File: src/rtl/keccak_rej_sampler.sv
// Kyber uniform rejection sampler ("Parse") fed by the keccak squeeze stream.
// A 128-bit MSB-aligned byte buffer yields two 12-bit candidates per 3-byte group.
module keccak_rej_sampler #(
  parameter int N_COEF  = 256,
  parameter int KYBER_Q = 3329,
  localparam int CW     = $clog2(N_COEF + 1)
) (
  input  logic          i_clk,
  input  logic          i_rstn,
  input  logic          i_start,
  input  logic [63:0]   i_word,
  input  logic          i_valid,
  output logic          o_ready,
  output logic [11:0]   o_coef0,
  output logic [11:0]   o_coef1,
  output logic [1:0]    o_coef_valid,
  output logic [CW-1:0] o_cnt,
  output logic          o_done,
  output logic          o_busy
);

  typedef enum logic {S_IDLE = 1'b0, S_RUN = 1'b1} state_t;

  localparam logic [CW-1:0] CNT_LAST = CW'(N_COEF - 1);
  localparam logic [CW-1:0] CNT_FULL = CW'(N_COEF);
  localparam logic [11:0]   Q_BOUND  = 12'(KYBER_Q);

  state_t        state_q, state_d;
  logic [127:0]  sbuf_q, sbuf_d;
  logic [7:0]    fill_q, fill_d;
  logic [CW-1:0] cnt_q, cnt_d;
  logic [11:0]   coef0_q, coef0_d;
  logic [11:0]   coef1_q, coef1_d;
  logic [1:0]    vld_q, vld_d;
  logic          done_q, done_d;

  logic          consume, handshake, finish;
  logic [7:0]    b0, b1, b2;
  logic [11:0]   cand1, cand2;
  logic          acc1, acc2;
  logic [11:0]   lane0, lane1;
  logic [1:0]    lane_vld;
  logic [CW-1:0] cnt_next;
  logic [127:0]  shifted;
  logic [7:0]    fill_rem;

  // ---------------------------------------------------------------------------
  // FSM: state register
  // ---------------------------------------------------------------------------
  always_ff @(posedge i_clk or negedge i_rstn) begin
    if (!i_rstn) begin
      state_q <= S_IDLE;
    end else begin
      // NOTE: every flop is updated with <= so all registers see pre-edge values
      state_q <= state_d;
    end
  end

  // FSM: next-state logic
  always_comb begin
    state_d = state_q;
    case (state_q)
      S_IDLE: if (i_start) state_d = S_RUN;
      S_RUN:  if (finish)  state_d = S_IDLE;
    endcase
  end

  // FSM: outputs (ready is purely a function of the registered fill)
  always_comb begin
    o_busy  = (state_q == S_RUN);
    o_ready = (state_q == S_IDLE) || (fill_q <= 8'd64);
  end

  // ---------------------------------------------------------------------------
  // Candidate extraction from the head of the buffer
  // ---------------------------------------------------------------------------
  always_comb begin
    consume   = (state_q == S_RUN) && (fill_q >= 8'd24);
    handshake = i_valid && o_ready;
    b0        = sbuf_q[127:120];
    b1        = sbuf_q[119:112];
    b2        = sbuf_q[111:104];
    cand1     = {b1[3:0], b0};
    cand2     = {b2, b1[7:4]};
    acc1      = consume && (cand1 < Q_BOUND);
    acc2      = consume && (cand2 < Q_BOUND);
  end

  // Lane packing: accepted values fill lane 0 first; the last free slot takes one only
  always_comb begin
    // NOTE: defaults first so no path leaves a variable unassigned (no latches)
    lane_vld = 2'b00;
    lane0    = coef0_q;
    lane1    = coef1_q;
    if (acc1) begin
      lane0    = cand1;
      lane_vld = 2'b01;
      if (acc2 && (cnt_q != CNT_LAST)) begin
        lane1    = cand2;
        lane_vld = 2'b11;
      end
    end else if (acc2) begin
      lane0    = cand2;
      lane_vld = 2'b01;
    end
    cnt_next = cnt_q + CW'(lane_vld[0]) + CW'(lane_vld[1]);
    finish   = (state_q == S_RUN) && (cnt_next == CNT_FULL);
  end

  // ---------------------------------------------------------------------------
  // Buffer, counter and output-lane next values
  // ---------------------------------------------------------------------------
  always_comb begin
    shifted  = consume ? (sbuf_q << 24) : sbuf_q;
    fill_rem = consume ? (fill_q - 8'd24) : fill_q;

    sbuf_d   = sbuf_q;
    fill_d   = fill_q;
    cnt_d    = cnt_q;
    coef0_d  = lane0;
    coef1_d  = lane1;
    vld_d    = lane_vld;
    done_d   = finish;

    case (state_q)
      S_IDLE: begin
        if (i_start) begin
          sbuf_d = '0;
          fill_d = '0;
          cnt_d  = '0;
        end
      end
      S_RUN: begin
        sbuf_d = shifted;
        fill_d = fill_rem;
        cnt_d  = cnt_next;
        // New word lands directly below the bits that survive this edge
        if (handshake) begin
          sbuf_d = shifted | ({i_word, 64'd0} >> fill_rem);
          fill_d = fill_rem + 8'd64;
        end
        if (finish) begin
          sbuf_d = '0;
          fill_d = '0;
        end
      end
    endcase
  end

  always_ff @(posedge i_clk or negedge i_rstn) begin
    if (!i_rstn) begin
      sbuf_q  <= '0;
      fill_q  <= '0;
      cnt_q   <= '0;
      coef0_q <= '0;
      coef1_q <= '0;
      vld_q   <= '0;
      done_q  <= 1'b0;
    end else begin
      sbuf_q  <= sbuf_d;
      fill_q  <= fill_d;
      cnt_q   <= cnt_d;
      coef0_q <= coef0_d;
      coef1_q <= coef1_d;
      vld_q   <= vld_d;
      done_q  <= done_d;
    end
  end

  assign o_coef0      = coef0_q;
  assign o_coef1      = coef1_q;
  assign o_coef_valid = vld_q;
  assign o_cnt        = cnt_q;
  assign o_done       = done_q;

endmodule
File: config.mk
export PLATFORM = sky130hd
export DESIGN_NAME = keccak_rej_sampler
export DESIGN_NICKNAME = d
export VERILOG_FILES = /design/src/rtl/keccak_rej_sampler.sv
export SDC_FILE = /design/constraint.sdc
export NUM_CORES = 1
export LEC_CHECK = 0
export ABC_CLOCK_PERIOD_IN_PS = 6270
export CAP_MARGIN = 20
export CORE_MARGIN = 2
export CORE_UTILIZATION = 59
export DETAILED_ROUTE_END_ITERATION = 7
export GPL_ROUTABILITY_DRIVEN = 0
export PLACE_DENSITY = 0.81
export SYNTH_ARGS = -nofsm -noshare
export SYNTH_HDL_FRONTEND = slang
export SYNTH_SLANG_ARGS = --single-unit
File: constraint.sdc
create_clock -name i_clk -period 6.27 [get_ports i_clk]
set_input_delay 0.9405 -clock i_clk [delete_from_list [all_inputs] [get_ports i_clk]]
set_output_delay 0.9405 -clock i_clk [all_outputs]
set_load 0.01 [all_outputs]
# Yosys cells after proc, flatten, opt, wreduce, memory -nomap -nowiden

Cells that the tools add are included.

Add/subtract/negate cells: 4
Magnitude comparators: 4
Equality and inequality tests: 3
Shift operators: 1
Muxes and demuxes: 20
Bitwise logic cells: 2
Reductions and logical operators: 9

Operators by type and width:

| operator               | number |
|---|---|
| $mux W128              | 4 |
| $pmux W128 S2          | 1 |
| $or A128 B128 Y128     | 1 |
| $shr A128 B8 Y128      | 1 |
| $mux W8                | 4 |
| $lt A12 B12 Y1 const B | 2 |
| $mux W12               | 2 |
| $add A9 B1 Y9          | 2 |
| $pmux W9 S2            | 1 |
| $pmux W8 S2            | 1 |
| $eq A9 B9 Y1 const B   | 1 |
| $mux W9                | 1 |
| $ne A9 B8 Y1 const B   | 1 |
| $add A8 B7 Y8 const B  | 1 |
| $ge A8 B5 Y1 const B   | 1 |
| $le A8 B7 Y1 const B   | 1 |
| $sub A8 B5 Y8 const B  | 1 |
| $logic_and A1 B1 Y1    | 6 |
| $mux W2                | 2 |
| $mux W1                | 3 |
| $ne A2 B2 Y1 const B   | 1 |
| $pmux W1 S2            | 1 |
| $reduce_and A2 Y1      | 1 |
| $reduce_bool A2 Y1     | 1 |
| other kinds (2)        | 2 |

Flip-flop bits (word level): 173
Bits of input ports: 68
Output and inout port bits: 38
Word-level logic and storage cells: 51

# Logic depth before layout (Yosys ltp)

Word-level depth: 12
Mapped depth: 20
Mapped depth without buffers: 15

# Worst setup path before layout

Ideal clock, no wire load.

Path type: reg2reg
Start point: register fill_q[3]
End point: register sbuf_q[61]
Setup time: 136 ps
Arrival time: 4537 ps
Required time: 6134 ps
Path slack: 1597 ps
Cell stages (with the launch flop): 20
Path buffers: 5
Clock period less this slack: 4673 ps
Cell sequence: dfrtp_1 ha_1 nor4_4 buf_2 a21oi_1 clkbuf_1 o21ai_0 inv_1 fa_1 ha_1 or4_1 a211o_1 a211oi_2 a21o_1 buf_2 nor2_1 buf_2 buf_2 a22oi_1 o31ai_1

Cells in the longest elaborated chain, start to end: 11
Elaborated cells between the ends (all ways): 23
Classes of those cells: 3 x add/sub; 2 x order compare; 1 x eq/ne; 1 x shift; 8 x mux; 1 x bitwise; 7 x reduce/logical

Ends and longest elaborated chain:

| item                           | RTL line | text |
|---|---|---|
| from (decl)                    | 30       | `logic [7:0] fill_q, fill_d;` |
| from (signal assigned)         | 161      | `fill_q <= fill_d;` |
| $ge A8 B5 Y1 (*)               | 78       | `consume = (state_q == S_RUN) && (fill_q >= 8'd24);` |
| $logic_and A1 B1 Y1 (*)        | 78       |  |
| $logic_and A1 B1 Y1            | 86       | `acc2 = consume && (cand2 < Q_BOUND);` |
| $mux W1                        | 102      | `end else if (acc2) begin` |
| $mux W2 (*)                    | 95       | `if (acc1) begin` |
| net lane_vld[0]                | 42       | `logic [1:0] lane_vld;` |
| $add A9 B1 Y9 (*) (2 in a row) | 106      | `cnt_next = cnt_q + CW'(lane_vld[0]) + CW'(lane_vld[1]);` |
| $eq A9 B9 Y1 (*)               | 107      | `finish = (state_q == S_RUN) && (cnt_next == CNT_FULL);` |
| $logic_and A1 B1 Y1 (*)        | 107      |  |
| $mux W128 (*)                  | 142      | `if (finish) begin` |
| $pmux W128 S2 (*)              | 125      | `case (state_q)` |
| to (signal assigned)           | 160      | `sbuf_q <= sbuf_d;` |
| to (decl)                      | 29       | `logic [127:0] sbuf_q, sbuf_d;` |

The timed path passes the listed nets; every way through them passes the cells marked *.
A chain may end at the register's enable or synchronous reset.

# Worst setup path after layout

Start point: register fill_q[4]
End point: register sbuf_q[21]

The elaborated chain is that of the path after synthesis.

==> metrics.cfg <==
[status]
run_status=finished, violations left
violations=design-rule violations

[synthesis]
synth_cell_type_count=72
synthTopCellsByArea=dfrtp_1, mux2i_1, o221ai_1
synthTopCellsByCount=dfrtp_1, nand2_1, mux2i_1
synth.most_common_cell=dfrtp_1
ys_ff_latch=170
yosysWarnings=0
synthCells=1387
synth_top_area_share_pct=34.7
yosysSeqAreaShare_pct=34.7
synth_nets=1458
synth_ff_type=dfrtp_1
yosys.area.top_type=dfrtp_1
synth_edf_count=0
async_flop_share_pct=100
syn_area_mm2=0.0123
postSynthAreaPerCell_um2=8.85

[sta]
layout_min_cycle_time_ns=5.41
fmax_ghz=0.185
rsz0062_at_grt=false
slew_headroom_pct=27.7
hold_viol_final=0
slew_violations=0
fin_setup_tns_ns=0
hold_ws_ns=0.372
fin_crit_sh_pct=86.2
setup_viol=0
skew_ns=0.0134
tightestPinTransition_ns=1.09

[floorplanning]
die_y_um=148
std_cell_rows=52
initial_core_util_pct=60.4
die_w_um=148
ioPinCount=106
coreArea_mm2=0.0203
dieArea_mm2=0.0220

[drt]
drtIter0Drc=2155
wl_mm=44.3
vias=13000
drtPass1Iterations=8
drc=19
antenna_left=0
viasPerCell=7.66
post_drt_wl_per_cell_um=26.1

[critical_path]
crit_path_cell_trace=ha_1 > nor4_4 > buf_4 > a21oi_4 > o21ai_0 > inv_1 > fa_1 > ha_1 > or4_1 > a211o_1 > a211oi_2 > a21o_1 > buf_4 > nor2_1 > a32o_1
max_stage_delay_ns=0.62
crit_type=reg -> reg
endpoint_kind=flip-flop
critical_path.startpoint_type=flip-flop
cp.arrival_ns=5.74
crit_fanout=44
crit_required_ns=6.60
cp_slowest_cell=dfrtp_1

[clock_network]
hold_buffers=0
clock_path_buffers=2
cts_resized=0
path_clk_slew_ns=0.08
h-tree-depth=4
cts_tree=done
insertion_delay_ns=0.45
cts_made_buffers=17
cts-root-buf=clkbuf_16
clock-sinks=170
cts_setup_buffers=0

[layout]
n_antenna_cell=0
final_layout_size_suffix_gt1_share_pct=9.26
nets=1484
area.growth.synth_to_final_pct=14.7
finalInstanceArea_mm2=0.0141

[grt]
grt_pass1_vias=11700
antenna_found_initial=1
grt_usage_pct=39.9
grt_first_pass_wirelength_mm=68.3
grt_max_degree=79
gr-total-overflow=0

[flow_run]
maxCapViolCount=0

[placed_design]
portBuffers=105
dp_hpwl_mm=29.3
dpl_cell_area_mm2=0.0134

[worst_hold_path]
hp-class=in -> async

layout make-up:
| type | count | area (um^2) |
|---|---|---|
| clock inverter | 15 | 196 |
| clock buffer | 17 | 425 |
| inverter | 4 | 15.0 |
| timing repair buffer | 142 | 1360 |
| sequential | 170 | 4260 |
| fill | 1618 | 6230 |
| multi-input combinational | 1078 | 7480 |
| tap | 270 | 338 |
stage by stage:
step | cells | util, % | worst slack, ns
6_report | 1696 | 69.3 | 0.865
5_1_grt | 1696 | 69.3 | 0.586
4_1_cts | 1695 | 69.2 | 1.01
3_5_place_dp | 1663 | 66.1 | 1.06
3_3_place_gp | 1662 | 66.1 | 1.22
2_1_floorplan | 1387 | - | 1.60
flip-flops by register name, summed over array words and instances, names as in the netlist:
| register | count |
|---|---|
| fill_q | 5 |
| o_busy | 1 |
| o_cnt | 9 |
| o_coef0 | 12 |
| o_coef1 | 12 |
| o_coef_valid | 2 |
| o_done | 1 |
| sbuf_q | 128 |
final timing paths:
check                      cells after the start        from    endpoint  slack (ns)
max                                           15   fill_q[4]  sbuf_q[21]        0.86
min                                            1      i_rstn    o_cnt[7]        0.37
max reg2reg                                   15   fill_q[4]  sbuf_q[21]        0.86
min reg2reg                                    2  sbuf_q[96]  sbuf_q[96]        0.49
max in group asynchronous                      2      i_rstn  sbuf_q[30]        4.84
min in group i_clk                             2  sbuf_q[96]  sbuf_q[96]        0.49
critical path, delay by kind of cell, from the launching register on:
family,cells,cell delay [ns]
fa+ha+maj,3,1.15
simple gates,3,1.08
compound gates,6,1.53
buf+inv,3,0.86
flops,1,0.62
layout by cell type (no fill, tap or decap), drive strengths merged, types with 8 or more instances in the layout:
| cell type | count |
|---|---|
| dfrtp | 170 |
| nand2 | 169 |
| o21ai | 128 |
| mux2i | 118 |
| clkdlybuf4s50 | 104 |
| a22oi | 88 |
| a21oi | 81 |
| o221ai | 81 |
| nor2 | 61 |
| a22o | 51 |
| buf | 38 |
| o22ai | 36 |
| nand3 | 35 |
| a211oi | 27 |
| o211ai | 22 |
| mux2 | 21 |
| clkbuf | 17 |
| a211o | 16 |
| a32oi | 11 |
| clkinv | 11 |
| o31ai | 9 |
| a21o | 9 |
| a2bb2oi | 8 |
| a32o | 8 |
| o21bai | 8 |
| o2111ai | 8 |
| nor3 | 8 |
| inv | 8 |
routing by layer:
metal,up-vias,part of all wire [%],track usage [%]
met5,-,0.029,0
li1,5518,-,-
met1,6151,36,51.4
met2,1046,45,61.5
met4,2,7.9,25.0
met3,270,11,8.50
cells by family (layout without fill, tap and decap cells):
| group | after synthesis | after routing | share of synthesized area [%] |
|---|---|---|---|
| compound gates | 620 | 620 | 36.1 |
| xor+xnor | 7 | 7 | 0.500 |
| fa+ha+maj | 3 | 3 | 0.367 |
| buf+inv | 139 | 178 | 4.98 |
| flops | 170 | 170 | 34.7 |
| mux | 145 | 145 | 12.7 |
| simple gates | 303 | 303 | 10.7 |
Power is not shown: default switching activity piles up to over one toggle a cycle in this logic, so the estimate is an artifact.
==> edit 1, RTL diff (same settings) <==
Register the output `o_cnt` once more, cleared by the reset; this adds one clock of latency there. The other outputs are not delayed to match.
--- a/src/rtl/keccak_rej_sampler.sv
+++ b/src/rtl/keccak_rej_sampler.sv
@@ -172,3 +172,9 @@
   assign o_coef_valid = vld_q;
-  assign o_cnt        = cnt_q;
+  always_ff @(posedge i_clk or negedge i_rstn) begin
+    if (!i_rstn) begin
+      o_cnt <= '0;
+    end else begin
+      o_cnt <= cnt_q;
+    end
+  end
   assign o_done       = done_q;
Check against the original RTL: not equivalent (Yosys sat finds a counterexample within 4 cycles, from zero or initial values and one cycle with i_rstn low).
==> edit 1 against the original RTL <==
  * Global-route usage grew 1.0 points
  * Final area decreased by 6.1%
  * Synthesized area fell by 6.8%
  * Count of clock-buffer cells in the layout is the same
  * Routed wire length down 5.9%
  * Setup slack lost 0.60 ns
  * Sequential cell count rose by 9
Power is left out: the tool's default activity adds up to more than one toggle a clock period on the data nets, which glitch-free logic cannot reach.
==> edit 1: results (changes against the original RTL) <==
<table>
<tr><th>Metric</th><th>Value</th></tr>
<tr><th colspan="2">Outcome</th></tr>
<tr><td>Outcome</td><td>finished, final reports clean</td></tr>
<tr><th colspan="2">Synth</th></tr>
<tr><td>Gate count after technology mapping</td><td>1,231 (-11%)</td></tr>
<tr><td>Leading post-synthesis cells by cell area</td><td>sky130_fd_sc_hd__dfrtp_1, sky130_fd_sc_hd__mux2i_1, sky130_fd_sc_hd__a22oi_1</td></tr>
<tr><td>Top cells by count, synth</td><td>sky130_fd_sc_hd__dfrtp_1, sky130_fd_sc_hd__nand2_1, sky130_fd_sc_hd__mux2i_1, sky130_fd_sc_hd__a22oi_1, sky130_fd_sc_hd__o21ai_0</td></tr>
<tr><td>Number of distinct standard cells referenced by the synthesized netlist</td><td>83 (+15%)</td></tr>
<tr><td>Portion of the post-synthesis area used by sequential elements</td><td>0.3917 (+0.04500)</td></tr>
<tr><td>Net count after synthesis</td><td>1,302 (-11%)</td></tr>
<tr><th colspan="2">Routing</th></tr>
<tr><td>First-pass iteration count of the detailed router</td><td>7 (-1)</td></tr>
<tr><td>Average vias per placed instance</td><td>7.552 (-1.4%)</td></tr>
<tr><td>Routed wire length per instance</td><td>26.85 um (+2.8%)</td></tr>
<tr><th colspan="2">Critical path</th></tr>
<tr><td>Critical path arrival</td><td>6.38 ns (+0.64 ns)</td></tr>
<tr><td>Critical path's slowest cell</td><td>sky130_fd_sc_hd__nor2_4</td></tr>
<tr><td>Max FO, Critical Path</td><td>33 (-25%)</td></tr>
<tr><th colspan="2">Global routing</th></tr>
<tr><td>Total global routing track utilization</td><td>0.4094 (+0.01039)</td></tr>
<tr><td>Pin count of the biggest net entering global routing</td><td>98 (+24%)</td></tr>
<tr><td>Number of global-route vias before repair</td><td>10.90k (-7.1%)</td></tr>
<tr><td>Number of antenna violations at the first check in global routing</td><td>0 (-1)</td></tr>
<tr><th colspan="2">Timing</th></tr>
<tr><td>Worst-case headroom to the max-slew limit</td><td>0.2037 (-0.07291)</td></tr>
<tr><td>Worst-case clock skew</td><td>0.01346 ns (+0.00005230 ns)</td></tr>
<tr><th colspan="2">Cells and area</th></tr>
<tr><td>Fraction of final layout cells sized beyond drive strength 1</td><td>0.09752 (+0.004957)</td></tr>
<tr><td>Fill cells</td><td>1,466 (-9.4%)</td></tr>
<tr><td>Fin nets</td><td>1,350 (-9.0%)</td></tr>
<tr><th colspan="2">Placement</th></tr>
<tr><td>Detail Placement HPWL</td><td>28,680 um (-2.1%)</td></tr>
<tr><td>Post-Place Cell Area</td><td>0.01260 mm2 (-6.2%)</td></tr>
<tr><td>Worst Setup Slack post-DPL</td><td>0.4784 ns (-0.5830 ns)</td></tr>
<tr><th colspan="2">Worst hold path</th></tr>
<tr><td>Worst hold path type</td><td>reg -&gt; reg</td></tr>
</table>
edit 1: changes by cell type after synthesis, moves of 12 or more:
cell	before	now
sky130_fd_sc_hd__o21ai_0	98	79
sky130_fd_sc_hd__o21ai_1	28	46
sky130_fd_sc_hd__a22o_1	51	38
sky130_fd_sc_hd__inv_1	1	15
sky130_fd_sc_hd__nor2_1	57	43
sky130_fd_sc_hd__a21oi_1	81	44
sky130_fd_sc_hd__nand2_1	169	146
sky130_fd_sc_hd__mux2i_1	118	97
sky130_fd_sc_hd__o22ai_1	36	9
sky130_fd_sc_hd__a211o_1	16	4
sky130_fd_sc_hd__o221ai_1	79	19
sky130_fd_sc_hd__o211ai_1	22	9
sky130_fd_sc_hd__a222oi_1	2	16
sky130_fd_sc_hd__clkbuf_1	76	59
edit 1: final timing paths:
path,startpoint,end,slack [ns],cells after the start
worst max-delay path,fill_q[4]$_DFFE_PN0P_,sbuf_q[69]$_DFFE_PN0P_,0.26,20
worst min-delay path,cnt_q[0]$_DFFE_PN0P_,o_cnt[0]$_DFF_PN0_,0.41,0
worst max register to register,fill_q[4]$_DFFE_PN0P_,sbuf_q[69]$_DFFE_PN0P_,0.26,20
worst min register to register,cnt_q[0]$_DFFE_PN0P_,o_cnt[0]$_DFF_PN0_,0.41,0
max in group asynchronous,i_rstn,sbuf_q[117]$_DFFE_PN0P_,4.58,2
min in group asynchronous,i_rstn,o_cnt[6]$_DFF_PN0_,0.48,1
edit 1: logic make-up after synthesis:
family | synth area share
AO/OA/AOI/OAI | 0.3166
XOR/XNOR | 0.006894
adder cells (fa/ha/maj) | 0.003939
buffers and inverters | 0.05033
flip-flops | 0.3917
multiplexers | 0.1056
AND/OR/NAND/NOR | 0.1250
edit 1: metal layers:
metal  share of wire  GRT usage
met3            0.13     0.1006
met1            0.35     0.5226
met2            0.43     0.6208
met4           0.086     0.2668
met5               0          0
edit 1: through the flow:
step / utilization / instances / hold WS (ns)
global route: 0.7018 / 1552 / 0.4277
detailed placement: 0.6690 / 1519 / 0.3989
floorplan: - / 1231 / 0.3487
CTS: 0.7012 / 1551 / 0.4154
global placement: 0.6686 / 1518 / 0.3945
finish: 0.7018 / 1552 / 0.4129
edit 1: layout make-up:
type	instances	area (um2)	share of cell area
sequential	179	4479	0.3390
inverter	16	60.06	0.004545
timing repair buffer	138	1313	0.09932
clock buffer	17	425.4	0.03219
clock inverter	15	181.4	0.01373
tap	260	325.3	0.02462
multi-input combinational	927	6431	0.4866
edit 1: worst max-delay path, delay by kind of cell, from the launching register on:
kind / cells / cell delay [ns]
AOI/OAI and AO/OA: 4 / 0.49
DFF: 1 / 0.62
and+or+nand+nor: 7 / 2.01
adders and majority gates: 3 / 1.25
buffers and inverters: 6 / 1.53
==> edit 2, RTL diff (config.mk and constraints unchanged) <==
Without the edit above. The parameter `N_COEF` goes from 256 to 512.
--- a/src/rtl/keccak_rej_sampler.sv
+++ b/src/rtl/keccak_rej_sampler.sv
@@ -3,3 +3,3 @@
 module keccak_rej_sampler #(
-  parameter int N_COEF  = 256,
+  parameter int N_COEF  = 512,
   parameter int KYBER_Q = 3329,
Ports: changed (resized o_cnt); port bits go from 106 to 107. No check against the original RTL was run, so the function may have changed too.
==> edit 2 against the original RTL <==
  * Synthesized area shrank 1.1%
  * Routed wire length fell by 1.6%
  * Final area decreased by 1.1%
  * Via count up 1.8%
  * Sequential cell count up 1
  * Setup slack worse by 0.24 ns
  * Critical path type unchanged
  * Highest routed layer is now met4
Power is left out: the tool's default activity adds up to more than one toggle a clock period on the data nets, which glitch-free logic cannot reach.
==> edit 2: results (changes against the original RTL) <==
<table>
<tr><th>Metric</th><th>Value</th></tr>
<tr><th colspan="2">Synth</th></tr>
<tr><td>Top cells by count, synth</td><td>sky130_fd_sc_hd__dfrtp_1, sky130_fd_sc_hd__nand2_1, sky130_fd_sc_hd__o21ai_0, sky130_fd_sc_hd__nor2_1, sky130_fd_sc_hd__clkbuf_1</td></tr>
<tr><td>Leading post-synthesis cells by cell area</td><td>sky130_fd_sc_hd__dfrtp_1, sky130_fd_sc_hd__mux2i_1, sky130_fd_sc_hd__o21ai_0</td></tr>
<tr><td>Number of distinct standard cells referenced by the synthesized netlist</td><td>79 (+9.7%)</td></tr>
<tr><td>Xor-xnor portion of the synthesized cell area</td><td>0.007214 (+0.002217)</td></tr>
<tr><td>Portion of the post-synthesis area used by sequential elements</td><td>0.3525 (+0.005742)</td></tr>
<tr><td>Compound-cell area share of the yosys netlist</td><td>0.3541 (-0.007090)</td></tr>
<tr><th colspan="2">Global routing</th></tr>
<tr><td>Global-route wire length before repair</td><td>68,440 um (+0.17%)</td></tr>
<tr><td>GR Util met2</td><td>0.6178 (+0.002479)</td></tr>
<tr><td>Pin count of the biggest net entering global routing</td><td>113 (+43%)</td></tr>
<tr><td>Number of global-route vias before repair</td><td>12.15k (+3.6%)</td></tr>
<tr><th colspan="2">Critical path</th></tr>
<tr><td>Reg-to-reg setup timing slack</td><td>0.62 ns (-0.24 ns)</td></tr>
<tr><td>Critical path arrival</td><td>5.97 ns (+0.23 ns)</td></tr>
<tr><td>Depth of the worst register-to-register path</td><td>17 (+2)</td></tr>
<tr><td>Critical path's slowest cell</td><td>sky130_fd_sc_hd__nor4_2</td></tr>
<tr><td>Kind of cell adding the most delay to the critical path</td><td>simple AND/OR/NAND/NOR gates</td></tr>
<tr><td>Max FO, Critical Path</td><td>16 (-64%)</td></tr>
<tr><th colspan="2">Routing</th></tr>
<tr><td>Met2 wire length</td><td>19,580 um (-1.1%)</td></tr>
<tr><td>Routed wire length per instance</td><td>24.83 um (-4.9%)</td></tr>
<tr><td>Met1 Wirelength</td><td>16,240 um (+1.8%)</td></tr>
<tr><td>Average vias per placed instance</td><td>7.535 (-1.6%)</td></tr>
<tr><td>First-pass iteration count of the detailed router</td><td>7 (-1)</td></tr>
<tr><td>DRC violation total after the first TritonRoute iteration</td><td>2,365 (+9.7%)</td></tr>
<tr><th colspan="2">Outcome</th></tr>
<tr><td>Outcome</td><td>finished, final reports clean</td></tr>
<tr><th colspan="2">Placement</th></tr>
<tr><td># placed instances</td><td>1,717 (+3.2%)</td></tr>
<tr><th colspan="2">Cells and area</th></tr>
<tr><td>Fin nets</td><td>1,541 (+3.8%)</td></tr>
<tr><th colspan="2">Timing</th></tr>
<tr><td>Share of the clock period used by the worst path</td><td>0.9010 (+0.03893)</td></tr>
<tr><td>Worst-case clock skew</td><td>0.01537 ns (+0.001960 ns)</td></tr>
<tr><td>Worst-case hold slack</td><td>0.3967 ns (+0.02455 ns)</td></tr>
</table>
-- edit 2: cell count changes in the layout (fill, tap and decap cells not counted), moves of 10 or more --
cell	unedited run	this run
sky130_fd_sc_hd__o221ai_1	79	27
sky130_fd_sc_hd__mux2i_1	117	67
sky130_fd_sc_hd__nor2_1	54	95
sky130_fd_sc_hd__a22oi_1	87	48
sky130_fd_sc_hd__o21ai_0	98	129
sky130_fd_sc_hd__inv_1	1	28
sky130_fd_sc_hd__nor2b_1	1	25
sky130_fd_sc_hd__a221oi_1	6	23
sky130_fd_sc_hd__o211ai_1	22	39
sky130_fd_sc_hd__a31oi_1	3	16
sky130_fd_sc_hd__a311oi_1	1	13
sky130_fd_sc_hd__a211o_1	16	6
-- edit 2: layout make-up --
cell class / count / area (um2)
diodes: 1 / 2.502
multi-input cells: 1109 / 7184
clock inverters: 15 / 210.2
well taps: 270 / 337.8
repair buffers: 142 / 1360
clock buffers: 17 / 425.4
inverters: 29 / 108.9
flip-flops and latches: 171 / 4283
fillers: 1623 / 6322
